--- src/rtl/hack_alu_reg_pkg.sv ---
// Shared types and canonical control codes for the Hack ALU.
// Optional carry/overflow flags are enabled with HACK_ALU_CARRY_EN.
package hack_alu_pkg;

  typedef struct packed {
    logic zx;
    logic nx;
    logic zy;
    logic ny;
    logic f;
    logic no;
  } ctrl_t;

  localparam ctrl_t C_ZERO  = 6'b101010;
  localparam ctrl_t C_ONE   = 6'b111111;
  localparam ctrl_t C_NEG1  = 6'b111010;
  localparam ctrl_t C_X     = 6'b001100;
  localparam ctrl_t C_Y     = 6'b110000;
  localparam ctrl_t C_NOTX  = 6'b001101;
  localparam ctrl_t C_NOTY  = 6'b110001;
  localparam ctrl_t C_NEGX  = 6'b001111;
  localparam ctrl_t C_NEGY  = 6'b110011;
  localparam ctrl_t C_XP1   = 6'b011111;
  localparam ctrl_t C_YP1   = 6'b110111;
  localparam ctrl_t C_XM1   = 6'b001110;
  localparam ctrl_t C_YM1   = 6'b110010;
  localparam ctrl_t C_XPY   = 6'b000010;
  localparam ctrl_t C_XMY   = 6'b010011;
  localparam ctrl_t C_YMX   = 6'b000111;
  localparam ctrl_t C_XANDY = 6'b000000;
  localparam ctrl_t C_XORY  = 6'b010101;

endpackage

--- src/rtl/hack_alu_reg_if.sv ---
// Operand/result bundle between the CPU operand registers and the ALU.
// co/ov are only present when HACK_ALU_CARRY_EN is defined.
interface hack_alu_reg_if #(parameter int WIDTH = 16);

  logic             in_valid;
  logic [WIDTH-1:0] x;
  logic [WIDTH-1:0] y;
  logic             zx;
  logic             nx;
  logic             zy;
  logic             ny;
  logic             f;
  logic             no;
  logic [WIDTH-1:0] out;
  logic             zr;
  logic             ng;
  logic             out_valid;
`ifdef HACK_ALU_CARRY_EN
  logic             co;
  logic             ov;
`endif

  modport master (
    output in_valid, x, y, zx, nx, zy, ny, f, no,
    input  out, zr, ng, out_valid
`ifdef HACK_ALU_CARRY_EN
    , input co, ov
`endif
  );

  modport slave (
    input  in_valid, x, y, zx, nx, zy, ny, f, no,
    output out, zr, ng, out_valid
`ifdef HACK_ALU_CARRY_EN
    , output co, ov
`endif
  );

endinterface

--- src/rtl/hack_alu_reg_core.sv ---
// Combinational Hack ALU datapath: zero/negate each operand, add or AND, negate.
// Carry and signed-overflow outputs exist only with HACK_ALU_CARRY_EN.
module hack_alu_core
  import hack_alu_pkg::*;
#(
  parameter int WIDTH = 16
) (
  input  logic [WIDTH-1:0] x_i,
  input  logic [WIDTH-1:0] y_i,
  input  ctrl_t            ctrl_i,
  output logic [WIDTH-1:0] res_o,
  output logic             zr_o,
  output logic             ng_o
`ifdef HACK_ALU_CARRY_EN
  , output logic           co_o
  , output logic           ov_o
`endif
);

  logic [WIDTH-1:0] x1, x2, y1, y2, r;
`ifdef HACK_ALU_CARRY_EN
  logic [WIDTH:0]   sum;
`endif

  always_comb begin
    x1 = ctrl_i.zx ? '0 : x_i;
    x2 = ctrl_i.nx ? ~x1 : x1;
    y1 = ctrl_i.zy ? '0 : y_i;
    y2 = ctrl_i.ny ? ~y1 : y1;
`ifdef HACK_ALU_CARRY_EN
    sum  = {1'b0, x2} + {1'b0, y2};
    r    = ctrl_i.f ? sum[WIDTH-1:0] : (x2 & y2);
    // Flags describe the adder, so they ignore the final inversion.
    co_o = ctrl_i.f & sum[WIDTH];
    ov_o = ctrl_i.f & (x2[WIDTH-1] == y2[WIDTH-1]) & (sum[WIDTH-1] != x2[WIDTH-1]);
`else
    r    = ctrl_i.f ? (x2 + y2) : (x2 & y2);
`endif
    res_o = ctrl_i.no ? ~r : r;
    zr_o  = (res_o == '0);
    ng_o  = res_o[WIDTH-1];
  end

endmodule

--- src/rtl/hack_alu_reg.sv ---
// Registered Hack ALU: samples operands on in_valid, result and flags one cycle later.
// Build with HACK_ALU_CARRY_EN to add registered co/ov outputs.
module hack_alu_reg
  import hack_alu_pkg::*;
#(
  parameter int WIDTH = 16
) (
  input logic            clk,
  input logic            rst,
  hack_alu_reg_if.slave  bus
);

  ctrl_t            ctrl;
  logic [WIDTH-1:0] res;
  logic             res_zr, res_ng;

  logic [WIDTH-1:0] out_q, out_d;
  logic             zr_q, zr_d;
  logic             ng_q, ng_d;
  logic             valid_q;

  assign ctrl = '{zx: bus.zx, nx: bus.nx, zy: bus.zy, ny: bus.ny, f: bus.f, no: bus.no};

`ifdef HACK_ALU_CARRY_EN
  logic res_co, res_ov;
  logic co_q, co_d;
  logic ov_q, ov_d;
`endif

  hack_alu_core #(.WIDTH(WIDTH)) u_core (
    .x_i    (bus.x),
    .y_i    (bus.y),
    .ctrl_i (ctrl),
    .res_o  (res),
    .zr_o   (res_zr),
    .ng_o   (res_ng)
`ifdef HACK_ALU_CARRY_EN
    , .co_o (res_co)
    , .ov_o (res_ov)
`endif
  );

  // Outputs hold their last result while no new operands arrive.
  always_comb begin
    out_d = bus.in_valid ? res    : out_q;
    zr_d  = bus.in_valid ? res_zr : zr_q;
    ng_d  = bus.in_valid ? res_ng : ng_q;
`ifdef HACK_ALU_CARRY_EN
    co_d  = bus.in_valid ? res_co : co_q;
    ov_d  = bus.in_valid ? res_ov : ov_q;
`endif
  end

  always_ff @(posedge clk) begin
    if (rst) begin
      out_q   <= '0;
      zr_q    <= 1'b1;
      ng_q    <= 1'b0;
      valid_q <= 1'b0;
`ifdef HACK_ALU_CARRY_EN
      co_q    <= 1'b0;
      ov_q    <= 1'b0;
`endif
    end else begin
      out_q   <= out_d;
      zr_q    <= zr_d;
      ng_q    <= ng_d;
      valid_q <= bus.in_valid;
`ifdef HACK_ALU_CARRY_EN
      co_q    <= co_d;
      ov_q    <= ov_d;
`endif
    end
  end

  assign bus.out       = out_q;
  assign bus.zr        = zr_q;
  assign bus.ng        = ng_q;
  assign bus.out_valid = valid_q;
`ifdef HACK_ALU_CARRY_EN
  assign bus.co        = co_q;
  assign bus.ov        = ov_q;
`endif

endmodule

--- src/flat_wrapper.sv ---
// flat-port wrapper written by rule: the top's interface ports become plain ports
module hack_alu_reg_flat import hack_alu_pkg::*;
#(
  parameter int WIDTH = 16
)
  (clk, rst, bus_in_valid, bus_x, bus_y, bus_zx, bus_nx, bus_zy, bus_ny, bus_f, bus_no, bus_out, bus_zr, bus_ng, bus_out_valid);
  hack_alu_reg_if #(.WIDTH(WIDTH)) bus_i ();
  input logic clk;
  input logic rst;
  input wire logic [$bits(bus_i.in_valid)-1:0] bus_in_valid;
  input wire logic [$bits(bus_i.x)-1:0] bus_x;
  input wire logic [$bits(bus_i.y)-1:0] bus_y;
  input wire logic [$bits(bus_i.zx)-1:0] bus_zx;
  input wire logic [$bits(bus_i.nx)-1:0] bus_nx;
  input wire logic [$bits(bus_i.zy)-1:0] bus_zy;
  input wire logic [$bits(bus_i.ny)-1:0] bus_ny;
  input wire logic [$bits(bus_i.f)-1:0] bus_f;
  input wire logic [$bits(bus_i.no)-1:0] bus_no;
  output wire logic [$bits(bus_i.out)-1:0] bus_out;
  output wire logic [$bits(bus_i.zr)-1:0] bus_zr;
  output wire logic [$bits(bus_i.ng)-1:0] bus_ng;
  output wire logic [$bits(bus_i.out_valid)-1:0] bus_out_valid;
  assign bus_i.in_valid = bus_in_valid;
  assign bus_i.x = bus_x;
  assign bus_i.y = bus_y;
  assign bus_i.zx = bus_zx;
  assign bus_i.nx = bus_nx;
  assign bus_i.zy = bus_zy;
  assign bus_i.ny = bus_ny;
  assign bus_i.f = bus_f;
  assign bus_i.no = bus_no;
  assign bus_out = bus_i.out;
  assign bus_zr = bus_i.zr;
  assign bus_ng = bus_i.ng;
  assign bus_out_valid = bus_i.out_valid;
  hack_alu_reg #(.WIDTH(WIDTH)) u_core (.clk(clk), .rst(rst), .bus(bus_i));
endmodule
--- config.mk ---
export PLATFORM = sky130hd
export DESIGN_NAME = hack_alu_reg_flat
export DESIGN_NICKNAME = d
export VERILOG_FILES = /design/src/rtl/hack_alu_reg_pkg.sv /design/src/rtl/hack_alu_reg_if.sv /design/src/rtl/hack_alu_reg_core.sv /design/src/rtl/hack_alu_reg.sv /design/src/flat_wrapper.sv
export SDC_FILE = /design/constraint.sdc
export NUM_CORES = 1
export LEC_CHECK = 0
export ABC_AREA = 1
export CAP_MARGIN = 5
export CORE_MARGIN = 1.5
export CORE_UTILIZATION = 30
export DETAILED_ROUTE_END_ITERATION = 16
export SYNTH_ARGS = -nofsm -noshare
export SYNTH_HDL_FRONTEND = slang
export SYNTH_SLANG_ARGS = --single-unit
--- constraint.sdc ---
create_clock -name clk -period 4.9 [get_ports clk]
set_input_delay 0.98 -clock clk [delete_from_list [all_inputs] [get_ports clk]]
set_output_delay 0.98 -clock clk [all_outputs]
set_load 0.02 [all_outputs]
==> results of run 1 <==
power breakdown:
part / leakage (nW) / switching, mW / total, mW / internal (mW)
logic: 1.68 / 0.294 / 0.493 / 0.199
clock network: 0.0216 / 0.0438 / 0.0983 / 0.0545
registers: 0.150 / 0.00758 / 0.168 / 0.161
total: 1.85 / 0.345 / 0.760 / 0.414
placed cells by master (no fill, tap or decap), types with 2 or more instances in the layout:
cell type	count
sky130_fd_sc_hd__nand2_1	160
sky130_fd_sc_hd__inv_1	82
sky130_fd_sc_hd__nand3_1	60
sky130_fd_sc_hd__clkdlybuf4s50_1	59
sky130_fd_sc_hd__nor2_1	37
sky130_fd_sc_hd__xor2_1	33
sky130_fd_sc_hd__dfxtp_1	18
sky130_fd_sc_hd__ha_1	16
sky130_fd_sc_hd__o21ai_0	11
sky130_fd_sc_hd__nand2_2	7
sky130_fd_sc_hd__a21oi_1	7
sky130_fd_sc_hd__o211ai_1	7
sky130_fd_sc_hd__or2_2	6
sky130_fd_sc_hd__inv_2	4
sky130_fd_sc_hd__nand3_2	3
sky130_fd_sc_hd__a21oi_2	3
sky130_fd_sc_hd__clkbuf_8	3
sky130_fd_sc_hd__buf_4	3
sky130_fd_sc_hd__nand4_1	2
sky130_fd_sc_hd__a31oi_1	2
sky130_fd_sc_hd__o21ai_1	2
layout make-up:
| type | count | area share |
|---|---|---|
| Clock buffer | 3 | 0.01215 |
| Inverter | 86 | 0.09499 |
| Multi-Input combinational cell | 365 | 0.5666 |
| Sequential cell | 18 | 0.1060 |
| Tap cell | 108 | 0.03976 |
| Timing Repair Buffer | 62 | 0.1804 |
final timing paths:
path / slack (ps) / cells after the start / from / endpoint
max reg2reg: 4090 / 3 / u_core.bus.out[0] / u_core.bus.out[0]
max: 1220 / 17 / bus_nx / u_core.bus.zr
min reg2reg: 490 / 2 / u_core.bus.zr / u_core.bus.zr
min: 490 / 2 / u_core.bus.zr / u_core.bus.zr
flip-flops by register name, indices dropped and copies added (netlist names):
name and cells:
u_core.bus.out 15, u_core.bus.out_valid 1, u_core.bus.ng 1, u_core.bus.zr 1
per-layer routing:
layer | track usage | wire length (µm) | vias up
li1 | - | - | 1583
met1 | 0.1924 | 3316 | 1199
met2 | 0.2334 | 2780 | 96
met3 | 0.01079 | 407 | 8
met4 | 0.03077 | 64 | 0
met5 | 0 | 0 | -
through the flow:
stage	util	hold WS, ps	instances	total power, mW
finish	0.3897	489.2	642	0.7598
global route	0.3897	501.8	642	0.8396
CTS	0.3897	491.5	642	0.7631
detailed placement	0.3849	473.7	639	0.6629
global placement	0.3849	469.8	639	0.6537
floorplan	-	592.9	487	0.5275
critical path, cell delays in order:
cell,delay (ps)
sky130_fd_sc_hd__clkdlybuf4s50_1,720
sky130_fd_sc_hd__buf_4,270
sky130_fd_sc_hd__xor2_1,160
sky130_fd_sc_hd__inv_1,60
sky130_fd_sc_hd__ha_1,400
sky130_fd_sc_hd__a21oi_2,250
sky130_fd_sc_hd__nor2_1,60
sky130_fd_sc_hd__nor2_1,100
sky130_fd_sc_hd__o21a_1,190
sky130_fd_sc_hd__nand2_1,90
sky130_fd_sc_hd__nand2_1,60
sky130_fd_sc_hd__nand3_1,60
sky130_fd_sc_hd__nand3_1,80
sky130_fd_sc_hd__nand2_1,140
sky130_fd_sc_hd__nor2_1,110
sky130_fd_sc_hd__nand3_1,80
sky130_fd_sc_hd__nand2_1,50
synthesized netlist by cell type (all sizes together):
master and count:
fa 1, a31oi 2, nor2 38, xor2 33
or2 8, nor3 1, nand3b 1, nand2 167
nand3 63, clkbuf 10, o21a 1, o211ai 7
buf 8, xnor2 1, dfxtp 18, a21oi 10
ha 16, o21ai 13, and2 1, inv 86
nand4 2
cell families after synthesis:
| family | Yosys count |
|---|---|
| DFF | 18 |
| adders and majority gates | 17 |
| and+or+nand+nor | 281 |
| buffers and inverters | 104 |
| xor gates and xnor gates | 34 |
| AOI/OAI and AO/OA | 33 |
==> results, run 1 <==
- The first global-routing pass estimated approximately 11 mm of wire.
- The number of buffers created by CTS is 3.
- Fill cells in the final layout number 940.
- Of the total synthesized cell area, the portion taken by full adders, half adders and majority gates is 0.08182.
- Input and output buffers added on the ports amount to around 60.
- The first detailed-routing pass took 4 iterations.
- After synthesis, the largest family of logic cells by area is simple AND/OR/NAND/NOR gates.
- The number of antenna violations at the first check in global routing is 0.
- The Yosys step of the flow raised 0 warnings.
- The critical-path maximum fanout is 9.
- The top achievable clock speed is approximately 0.27 GHz.
- The count of distinct cell types in the synthesized netlist is 30.
- Across all setup checks in the final design, the least slack found is between 1000 and 1500 ps.
- The time the final worst path needs with I/O delays and setup is 3683 ps.
- The arrival time of data at the critical path endpoint is around 3900 ps.
- The launching element type of the critical path is an input port.
- Synthesis inferred 18 register bits.
- In the final routed layout, each cell accounts on average for slightly above 10 µm.
- For this block, the via count after detailed routing is around 2,900.
- The post-detailed-placement half-perimeter wirelength is around 5.6 mm.
- The critical setup path kind is in2reg.
- The repair_antennas step left the layout with diodes totalling 0.
- The count of final max-slew check failures is 0.
- The multiplexer share of the synthesized area is 0.
- The multi-input combinational cells in the finished layout cover a total of slightly below 0.002 mm².
- The fraction of the cycle the final worst path needs is 0.7516.
- The overall overflow remaining after global route is 0.
- For this run, the post-layout net count is roughly 590.
- The fraction of layout instances using a drive strength above 1 is 0.05993.
- The clock slew seen by the registers of the worst setup and hold paths is about 60 ps.
- The storage element area is 360.3 µm².
- The synthesized-area fraction occupied by ao, oa, aoi and oai cells came to 0.07392.
- The gate count after technology mapping is 487.
- Setup repair after global routing left no endpoint under its margin.
- Summing all non-filler instances in the final layout gives an area of roughly 0.0034 mm².
- The height of the die is just under 100 µm.
- The placer's final routability congestion estimate is 0.8229.
- The floorplan has 34 rows.
- The clock net in this run drives a total of 18 sinks.
- The power density relative to cell area is around 220 mW/mm².
- The share of synthesized area in the top cell type comes to 0.2232.
- The pin slew with the least headroom to its limit is ~770 ps.
- The post-placement worst setup slack is 968.3 ps.
- TritonCTS built the clock tree.
- For the final routed database, the setup TNS stands at 0 ps.
- The average cell area after synthesis is between 5 and 6 µm².
- The critical path endpoint category is a flip-flop.
- Across the run, the number of max-cap violations was 0.
- The detailed router finished its first iteration with 165 violations.
- VDD sags by at most 0.00007569 V.
- The cell area reported after detailed placement is around 0.0034 mm².
- At the later pin of the worst-skew pair, clock insertion delay measures ~250 ps.
- After detailed routing, the number of remaining DRC violations is 0.
- The via density per instance is between 4 and 5.
- The pin count of the biggest net entering global routing is 33.
- The initial core utilization is 0.3086.
- The number of global-route vias before repair is between 2,000 and 3,000.
- The tightest slew margin relative to the limit is 0.4869.
- The cell area after technology mapping is ~0.0027 mm².
- The floorplan step defined a die boundary enclosing about 0.0095 mm².
- Of the total synthesized cell area, the portion taken by AND, OR, NAND and NOR gates is 0.4491.
- The overall fraction of global-route tracks in use is 0.1383.
- The maximum buffer depth of the clock tree is 2.
- The final hold violation count is 0.
- The clock root buffer is sky130_fd_sc_hd__clkbuf_8.
- The standby leakage power is 1.853 nW.
- Of the total synthesized cell area, the portion taken by XOR and XNOR cells is 0.1106.
- The layout-stage area growth over the synthesis result is 26.27%.
- For this run, the register share of the synthesized area comes to 0.1339.
- For this design, the CTS-stage hold fixing added 0 buffers.
- The width of the die is about 98 µm.
- The run finished with clean final reports.
- The detailed-route wire length is ~6.6 mm.
- The number of endpoints failing setup at the final stage is 0.
- The worst hold path belongs to the class reg2reg.
- For the final database, setup skew stands at 0 ps.
- For this design the top-level I/O count stands at 60.
- In this run the post-CTS setup repair buffer count came out at 0.
- Post-CTS repair changed the size of 0 cells.
- Ranked by total cell area, the synthesized netlist is headed by sky130_fd_sc_hd__nand2_1 22%, sky130_fd_sc_hd__dfxtp_1 13%, sky130_fd_sc_hd__inv_1 11%.
- The cell type with the largest total area after synthesis is sky130_fd_sc_hd__nand2_1.
- In this run the number of H-tree levels came out at 1.
- The core region is just under 0.009 mm².
- The required time at the endpoint of the critical path is approximately 5100 ps.
- The remaining antenna violation count after routing is 0.
- The number of nets in the synthesized netlist is 545.
(Power assumes the default switching activity.)
==> run 2, diff against run 1 <==
==> constraint.sdc (replaced) <==
create_clock -name clk -period 3.3 [get_ports clk]
set_input_delay 0.66 -clock clk [delete_from_list [all_inputs] [get_ports clk]]
set_output_delay 0.66 -clock clk [all_outputs]
set_load 0.02 [all_outputs]
==> results, run 2 (synthesis results as in run 1) <==
- The number of endpoints failing setup at the final stage is 0 (unchanged).
- The number of post-CTS setup repair buffers is 0 (unchanged).
- The number of global-route vias before repair is 2,737 (was 2,666).
- The critical-path maximum fanout is 13 (was 9).
- The most frequent standard cell in the layout excluding fill and tap cells is sky130_fd_sc_hd__nand2_1 (unchanged).
- The height of the die is 97.72 µm (unchanged).
- The worst hold margin is 490.0 ps (was 489.2 ps).
- The critical path endpoint category was a flip-flop (unchanged).
- Most frequent cells in the layout: 159 x sky130_fd_sc_hd__nand2_1, 82 x sky130_fd_sc_hd__inv_1, 60 x sky130_fd_sc_hd__nand3_1 (was 160 x sky130_fd_sc_hd__nand2_1, 82 x sky130_fd_sc_hd__inv_1, 60 x sky130_fd_sc_hd__nand3_1).
- The endpoint of the most critical register-to-register path is u_core.bus.out[0] (unchanged).
- The site row count is 34 (unchanged).
- The via density per instance is 4.490 (was 4.495).
- The standard cell core area came to 0.008721 mm² (unchanged).
- The standby leakage power is 1.967 nW (was 1.853 nW).
- The final design instance area without fill is 0.003622 mm² (was 0.003398 mm²).
- The number of DRC markers after the initial detailed-route iteration came to 142 (was 165).
- The detailed-route wire length came to 6.924 mm (was 6.569 mm).
- The latest clock arrival within the worst-skew pair is 250 ps (about the same).
- RSZ-0062 raised after global routing: yes (was no).
- The path category of the worst min-delay check is reg2reg (unchanged).
- The final cell count without fillers was 663 (was 642).
- The antenna cell count is 0 (unchanged).
- The pin count of the biggest net entering global routing came to 27 (was 33).
- The longest individual stage delay on the worst path is 450 ps (was 720 ps).
- The clock slew seen by the registers of the worst setup and hold paths is 60 ps (about the same).
- The maximum buffer depth of the clock tree came to 2 (unchanged).
- The number of buffers created by CTS was 3 (unchanged).
- The instance count after placement with tap cells included is 660 (was 639).
- The number of flip-flops under the largest register name is 15 (unchanged).
- The worst min-delay path startpoint is u_core.bus.out[9] (was u_core.bus.zr).
- The total via count in the routed design is 2,977 (was 2,886).
- The length of the first detailed-routing pass in iterations is 4 (unchanged).
- The first-pass GRT wire length is 12.12 mm (was 11.45 mm).
- The required time at the endpoint of the critical path was 3490 ps (was 5090 ps).
- The number of H-tree levels is 1 (unchanged).
- The arrival time of data at the critical path endpoint is 3250 ps (was 3880 ps).
- The number of antenna violations at the first check in global routing was 0 (unchanged).
- The final hold violation count came to 0 (unchanged).
- Ordered cell list for the critical path: clkdlybuf4s50_1, inv_1, buf_4, nand2_1, xor2_1, inv_1, ha_1, nand2_2, nor2_2, and2_1, nand2_2, nand2_2, nand2_1, nand3_1, nand3_1, nand2_1, nand2_1, nor2_1, nand3_1, nand2_1 (was clkdlybuf4s50_1, buf_4, xor2_1, inv_1, ha_1, a21oi_2, nor2_1, nor2_1, o21a_1, nand2_1, nand2_1, nand3_1, nand3_1, nand2_1, nor2_1, nand3_1, nand2_1).
- The tightest slew margin relative to the limit is 0.7439 (was 0.4869).
- The maximum VDD drop came to 0.0001267 V (was 0.00007569 V).
- The cell area reported after detailed placement was 0.003552 mm² (was 0.003357 mm²).
- The power density relative to cell area is 334.1 mW/mm² (was 223.6 mW/mm²).
- The overall fraction of global-route tracks in use was 0.1463 (was 0.1383).
- The post-detailed-placement half-perimeter wirelength is 5.827 mm (was 5.582 mm).
- The count of input and output buffers is 59 (unchanged).
- The overall overflow remaining after global route is 0 (unchanged).
- The top-level I/O count is 60 (unchanged).
- The cell depth of the worst hold path is 2 (unchanged).
- The clock root buffer is sky130_fd_sc_hd__clkbuf_8 (unchanged).
- The number of fill cells is 946 (was 940).
- The max-capacitance violation count is 0 (unchanged).
- The source of the worst register-to-register timing path was u_core.bus.out[0] (unchanged).
- The area of the die is 0.009548 mm² (unchanged).
- The top achievable clock speed is 0.3271 GHz.
- The destination of the worst hold path is u_core.bus.out[9] (was u_core.bus.zr).
- The number of nets in the layout is 615 (was 594).
- The count of cells along the worst register-to-register path came to 3 (unchanged).
- The pin slew with the least headroom to its limit is 383.0 ps (was 767.3 ps).
- The launching element type of the critical path is an input port (unchanged).
- The initial core utilization was 0.3086 (unchanged).
- The layout-stage area growth over the synthesis result is 34.59% (was 26.27%).
- The DRC violation count after routing was 0 (unchanged).
- The worst-case clock skew was 0 ps (unchanged).
- The width of the die was 97.72 µm (unchanged).
- The placer's final routability congestion estimate is 0.8027 (was 0.8229).
- The clock tree from TritonCTS is built (unchanged).
- The number of clock sinks seen by CTS is 18 (unchanged).
- Run status: finished, final reports clean (unchanged).
- The worst path in the final design needs a cycle of 3057 ps, including I/O delays and setup.
- The cell at the slowest stage of the critical path is sky130_fd_sc_hd__clkdlybuf4s50_1 (unchanged).
- The reg2reg setup slack is 2510 ps (was 4090 ps).
- The critical setup path kind is in2reg (unchanged).
- Dividing the final minimum period by the clock period gives 0.9263.
- The total of hold buffers inserted after clock tree synthesis is 0 (unchanged).
- The count of final max-slew check failures is 0 (unchanged).
- The fraction of layout instances using a drive strength above 1 was 0.1063 (was 0.05993).
- The cell seen most often among critical-path stages is sky130_fd_sc_hd__nand2_1 (unchanged).
- The remaining antenna violation count after routing came to 0 (unchanged).
- The final routed wire length divided by cell count is 10.44 µm (was 10.23 µm).
- The overall power of the completed layout is 1.210 mW (was 0.7598 mW).
[run 2: worst max-delay path by stage]
stage | from | end | cells past startpoint
6_report | bus_zy | u_core.bus.zr | 20
5_1_grt | bus_zx | u_core.bus.zr | 22
4_1_cts | bus_zx | u_core.bus.zr | 21
3_5_place_dp | bus_zx | u_core.bus.zr | 19
3_3_place_gp | bus_ny | u_core.bus.zr | 17
2_1_floorplan | bus_nx | u_core.bus.zr | 17
[run 2: stage by stage]
step                setup TNS (ps)  utilization  setup WS (ps)
floorplan                        0            -          291.0
global placement                 0       0.4073          39.92
finish                           0       0.4154          243.1
CTS                              0       0.4121          237.4
global route               -0.2243       0.4154        -0.2243
detailed placement          -16.20       0.4073         -16.20
[run 2: area by class of cell]
cell class / count / area, µm² / area share
Inverter: 86 / 322.8 / 0.08912
Clock buffer: 3 / 41.29 / 0.01140
Timing Repair Buffer: 83 / 808.3 / 0.2231
Tap cell: 108 / 135.1 / 0.03731
Sequential cell: 18 / 360.3 / 0.09948
Multi-Input combinational cell: 365 / 1954 / 0.5396
[run 2: report_power, final]
part	total (mW)	switching, mW	internal [mW]
clock network	0.147	0.0663	0.0809
logic	0.814	0.460	0.355
registers	0.249	0.0103	0.238
total	1.21	0.536	0.674
[run 2: per-layer routing]
layer  vias up  wire length, µm  track usage
met2        91             2927       0.2425
met3         4              399      0.01007
met5         -                0            0
met4         0               34      0.02637
li1       1626                -            -
met1      1256             3562       0.2104
[run 2: worst max-delay path, delay by kind of cell]
| kind | cells | cell delay, ps |
|---|---|---|
| AND/OR/NAND/NOR | 14 | 1290 |
| buffers and inverters | 4 | 750 |
| adder cells (fa/ha/maj) | 1 | 400 |
| XOR/XNOR | 1 | 150 |
[run 2: timing repair]
item / CTS / global route
resized for setup: 0 / 7
endpoints found under the setup margin: 0 / 4
endpoints found under the hold margin: 0 / 0
==> run 3, diff against run 2 <==
--- a/config.mk
+++ b/config.mk
@@ -10,6 +10,7 @@
 export CORE_MARGIN = 1.5
 export CORE_UTILIZATION = 30
 export DETAILED_ROUTE_END_ITERATION = 16
+export GPL_ROUTABILITY_DRIVEN = 0
 export SYNTH_ARGS = -nofsm -noshare
 export SYNTH_HDL_FRONTEND = slang
 export SYNTH_SLANG_ARGS = --single-unit
==> results, run 3 (synthesis results as in run 1) <==
- The count of final max-slew check failures is 0 (unchanged).
- The cell at the slowest stage of the critical path is sky130_fd_sc_hd__clkdlybuf4s50_1 (unchanged).
- The pin count of the biggest net entering global routing came to 27 (unchanged).
- The top achievable clock speed is 0.3247 GHz (was 0.3271 GHz).
- The layout-stage area growth over the synthesis result is 34.59% (unchanged).
- The storage element area was 360.3 µm² (unchanged).
- The length of the first detailed-routing pass in iterations was 4 (unchanged).
- The cell area reported after detailed placement is 0.003552 mm² (unchanged).
- The fraction of the cycle the final worst path needs came to 0.9333 (was 0.9263).
- The first-pass GRT wire length is 12.20 mm (was 12.12 mm).
- The maximum VDD drop is 0.0001109 V (was 0.0001267 V).
- The standby leakage power is 1.973 nW (was 1.967 nW).
- The launching element type of the critical path was an input port (unchanged).
- The height of the die is 97.72 µm (unchanged).
- The post-cts resize count came to 0 (unchanged).
- The final hold violation count is 0 (unchanged).
- The slack of the critical path is 220.0 ps (was 243.1 ps).
- The number of fill cells is 934 (was 946).
- The instance count after placement with tap cells included is 660 (unchanged).
- The power density relative to cell area is 339.6 mW/mm² (was 334.1 mW/mm²).
- The area of the die is 0.009548 mm² (unchanged).
- The post-placement worst setup slack came to -7.021 ps (was -16.20 ps).
- The net switching power figure came to 0.5350 mW (was 0.5362 mW).
- The maximum buffer depth of the clock tree was 2 (unchanged).
- The longest individual stage delay on the worst path is 460 ps (was 450 ps).
- The final cell count without fillers came to 664 (was 663).
- The initial core utilization is 0.3086 (unchanged).
- The remaining antenna violation count after routing is 0 (unchanged).
- The number of antenna violations at the first check in global routing was 0 (unchanged).
- The overall power of the completed layout is 1.230 mW (was 1.210 mW).
- The overall overflow remaining after global route is 0 (unchanged).
- The pin slew with the least headroom to its limit is 372.1 ps (was 383.0 ps).
- The post-detailed-placement half-perimeter wirelength came to 5.751 mm (was 5.827 mm).
- Run status: finished, final reports clean (unchanged).
- The site row count is 34 (unchanged).
- The clock tree from TritonCTS was built (unchanged).
- The design internal power is 0.6951 mW (was 0.6742 mW).
- The via density per instance is 4.429 (was 4.490).
- Most frequent cells in the layout: 159 x sky130_fd_sc_hd__nand2_1, 82 x sky130_fd_sc_hd__inv_1, 60 x sky130_fd_sc_hd__nand3_1 (unchanged).
- The total via count in the routed design is 2,941 (was 2,977).
- The proportion of total power due to net switching is 0.4349 (was 0.4430).
- The number of post-CTS setup repair buffers is 0 (unchanged).
- The cell seen most often among critical-path stages is sky130_fd_sc_hd__nand2_1 (unchanged).
- The critical-path maximum fanout is 13 (unchanged).
- The DRC violation count after routing is 0 (unchanged).
- The width of the die is 97.72 µm (unchanged).
- The worst hold margin is 493.7 ps (was 490.0 ps).
- The total of hold buffers inserted after clock tree synthesis is 0 (unchanged).
- Ordered cell list for the critical path: clkdlybuf4s50_1, inv_1, buf_12, nand2_1, xor2_1, inv_1, ha_1, a21oi_2, nand2_1, a21oi_1, nand2_1, nand2_1, nand3_1, nand3_1, nand2_1, nand2_1, nor2_1, nand3_1, nand2_1 (was clkdlybuf4s50_1, inv_1, buf_4, nand2_1, xor2_1, inv_1, ha_1, nand2_2, nor2_2, and2_1, nand2_2, nand2_2, nand2_1, nand3_1, nand3_1, nand2_1, nand2_1, nor2_1, nand3_1, nand2_1).
- The antenna cell count is 0 (unchanged).
- The standard cell core area was 0.008721 mm² (unchanged).
- The number of H-tree levels is 1 (unchanged).
- The latest clock arrival within the worst-skew pair is 250 ps (about the same).
- The final design instance area without fill was 0.003622 mm² (unchanged).
- The path category of the worst min-delay check is reg2reg (unchanged).
- The clock group share of total power is 0.142 (was 0.122).
- The fraction of layout instances using a drive strength above 1 is 0.1061 (was 0.1063).
- The number of flip-flops under the largest register name is 15 (unchanged).
- The required time at the endpoint of the critical path is 3450 ps (was 3490 ps).
- The arrival time of data at the critical path endpoint is 3230 ps (was 3250 ps).
- The count of input and output buffers is 59 (unchanged).
- The top-level I/O count was 60 (unchanged).
- The clock root buffer is sky130_fd_sc_hd__clkbuf_8 (unchanged).
- The most frequent standard cell in the layout excluding fill and tap cells is sky130_fd_sc_hd__nand2_1 (unchanged).
- The clock slew seen by the registers of the worst setup and hold paths is 70 ps (was 60 ps).
- The number of clock sinks seen by CTS is 18 (unchanged).
- The proportion of power drawn by combinational gates is 0.655 (was 0.673).
- The final core utilization was 0.4154 (unchanged).
- The critical setup path kind is in2reg (unchanged).
- The number of DRC markers after the initial detailed-route iteration is 158 (was 142).
- The detailed-route wire length is 6.777 mm (was 6.924 mm).
- The post-route setup TNS was 0 ps (unchanged).
- The tightest slew margin relative to the limit is 0.7511 (was 0.7439).
- The worst-case clock skew came to 0 ps (unchanged).
- The number of endpoints failing setup at the final stage came to 0 (unchanged).
- The final routed wire length divided by cell count was 10.21 µm (was 10.44 µm).
- The time the final worst path needs with I/O delays and setup is 3080 ps (was 3057 ps).
- RSZ-0062 raised after global routing: no (was yes).
- The multi-input gate area in the final layout is 0.001941 mm² (was 0.001954 mm²).
- The number of nets in the layout is 615 (unchanged).
- The number of global-route vias before repair is 2,718 (was 2,737).
- The number of buffers created by CTS is 3 (unchanged).
- The overall fraction of global-route tracks in use is 0.1470 (was 0.1463).
- The max-capacitance violation count is 0 (unchanged).
- The critical path endpoint category is a flip-flop (unchanged).
- The register share of total power was 0.202 (was 0.205).
==> run 3: cell types whose count changed in the layout (fill, tap and decap cells not counted) <==
cell / previous run / this run
sky130_fd_sc_hd__a21oi_1: 4 / 5
sky130_fd_sc_hd__a21oi_2: 6 / 5
sky130_fd_sc_hd__clkbuf_8: 3 / 4
sky130_fd_sc_hd__fa_1: 1 / 0
sky130_fd_sc_hd__fa_2: 0 / 1
sky130_fd_sc_hd__ha_1: 15 / 16
sky130_fd_sc_hd__ha_4: 1 / 0
==> run 3: routing by layer <==
layer | vias up | GRT usage | routed length [µm]
li1 | 1630 | - | -
met1 | 1236 | 0.2167 | 3579
met2 | 73 | 0.2382 | 2871
met3 | 2 | 0.01079 | 301
met4 | 0 | 0.02308 | 24
met5 | - | 0 | 0
==> run 3: area by class of cell <==
cell class | instances | share of cell area
clock buffers | 4 | 0.01520
flip-flops and latches | 18 | 0.09948
multi-input cells | 365 | 0.5358
inverters | 86 | 0.08912
well taps | 108 | 0.03731
repair buffers | 83 | 0.2231
==> run 3: power by group through the flow <==
stage	Sequential (mW)	Combinational (mW)	Clock, mW
floorplan	0.278	0.505	0
global placement	0.253	0.784	0
detailed placement	0.254	0.796	0
CTS	0.249	0.799	0.179
global route	0.252	0.914	0.188
finish	0.249	0.806	0.175
==> run 3: path summary, 6_finish.rpt <==
kind	from	to	slack (ps)	cells past startpoint
max	bus_zx	u_core.bus.zr	220	19
min	u_core.bus.out[1]	u_core.bus.out[1]	490	2
max reg2reg	u_core.bus.out[0]	u_core.bus.out[0]	2520	3
min reg2reg	u_core.bus.out[1]	u_core.bus.out[1]	490	2
==> run 3: critical path, delay by kind of cell <==
family	cells	cell delay, ps
XOR/XNOR	1	140
AO/OA/AOI/OAI	2	430
buffers and inverters	4	780
adder cells (fa/ha/maj)	1	390
AND/OR/NAND/NOR	11	840
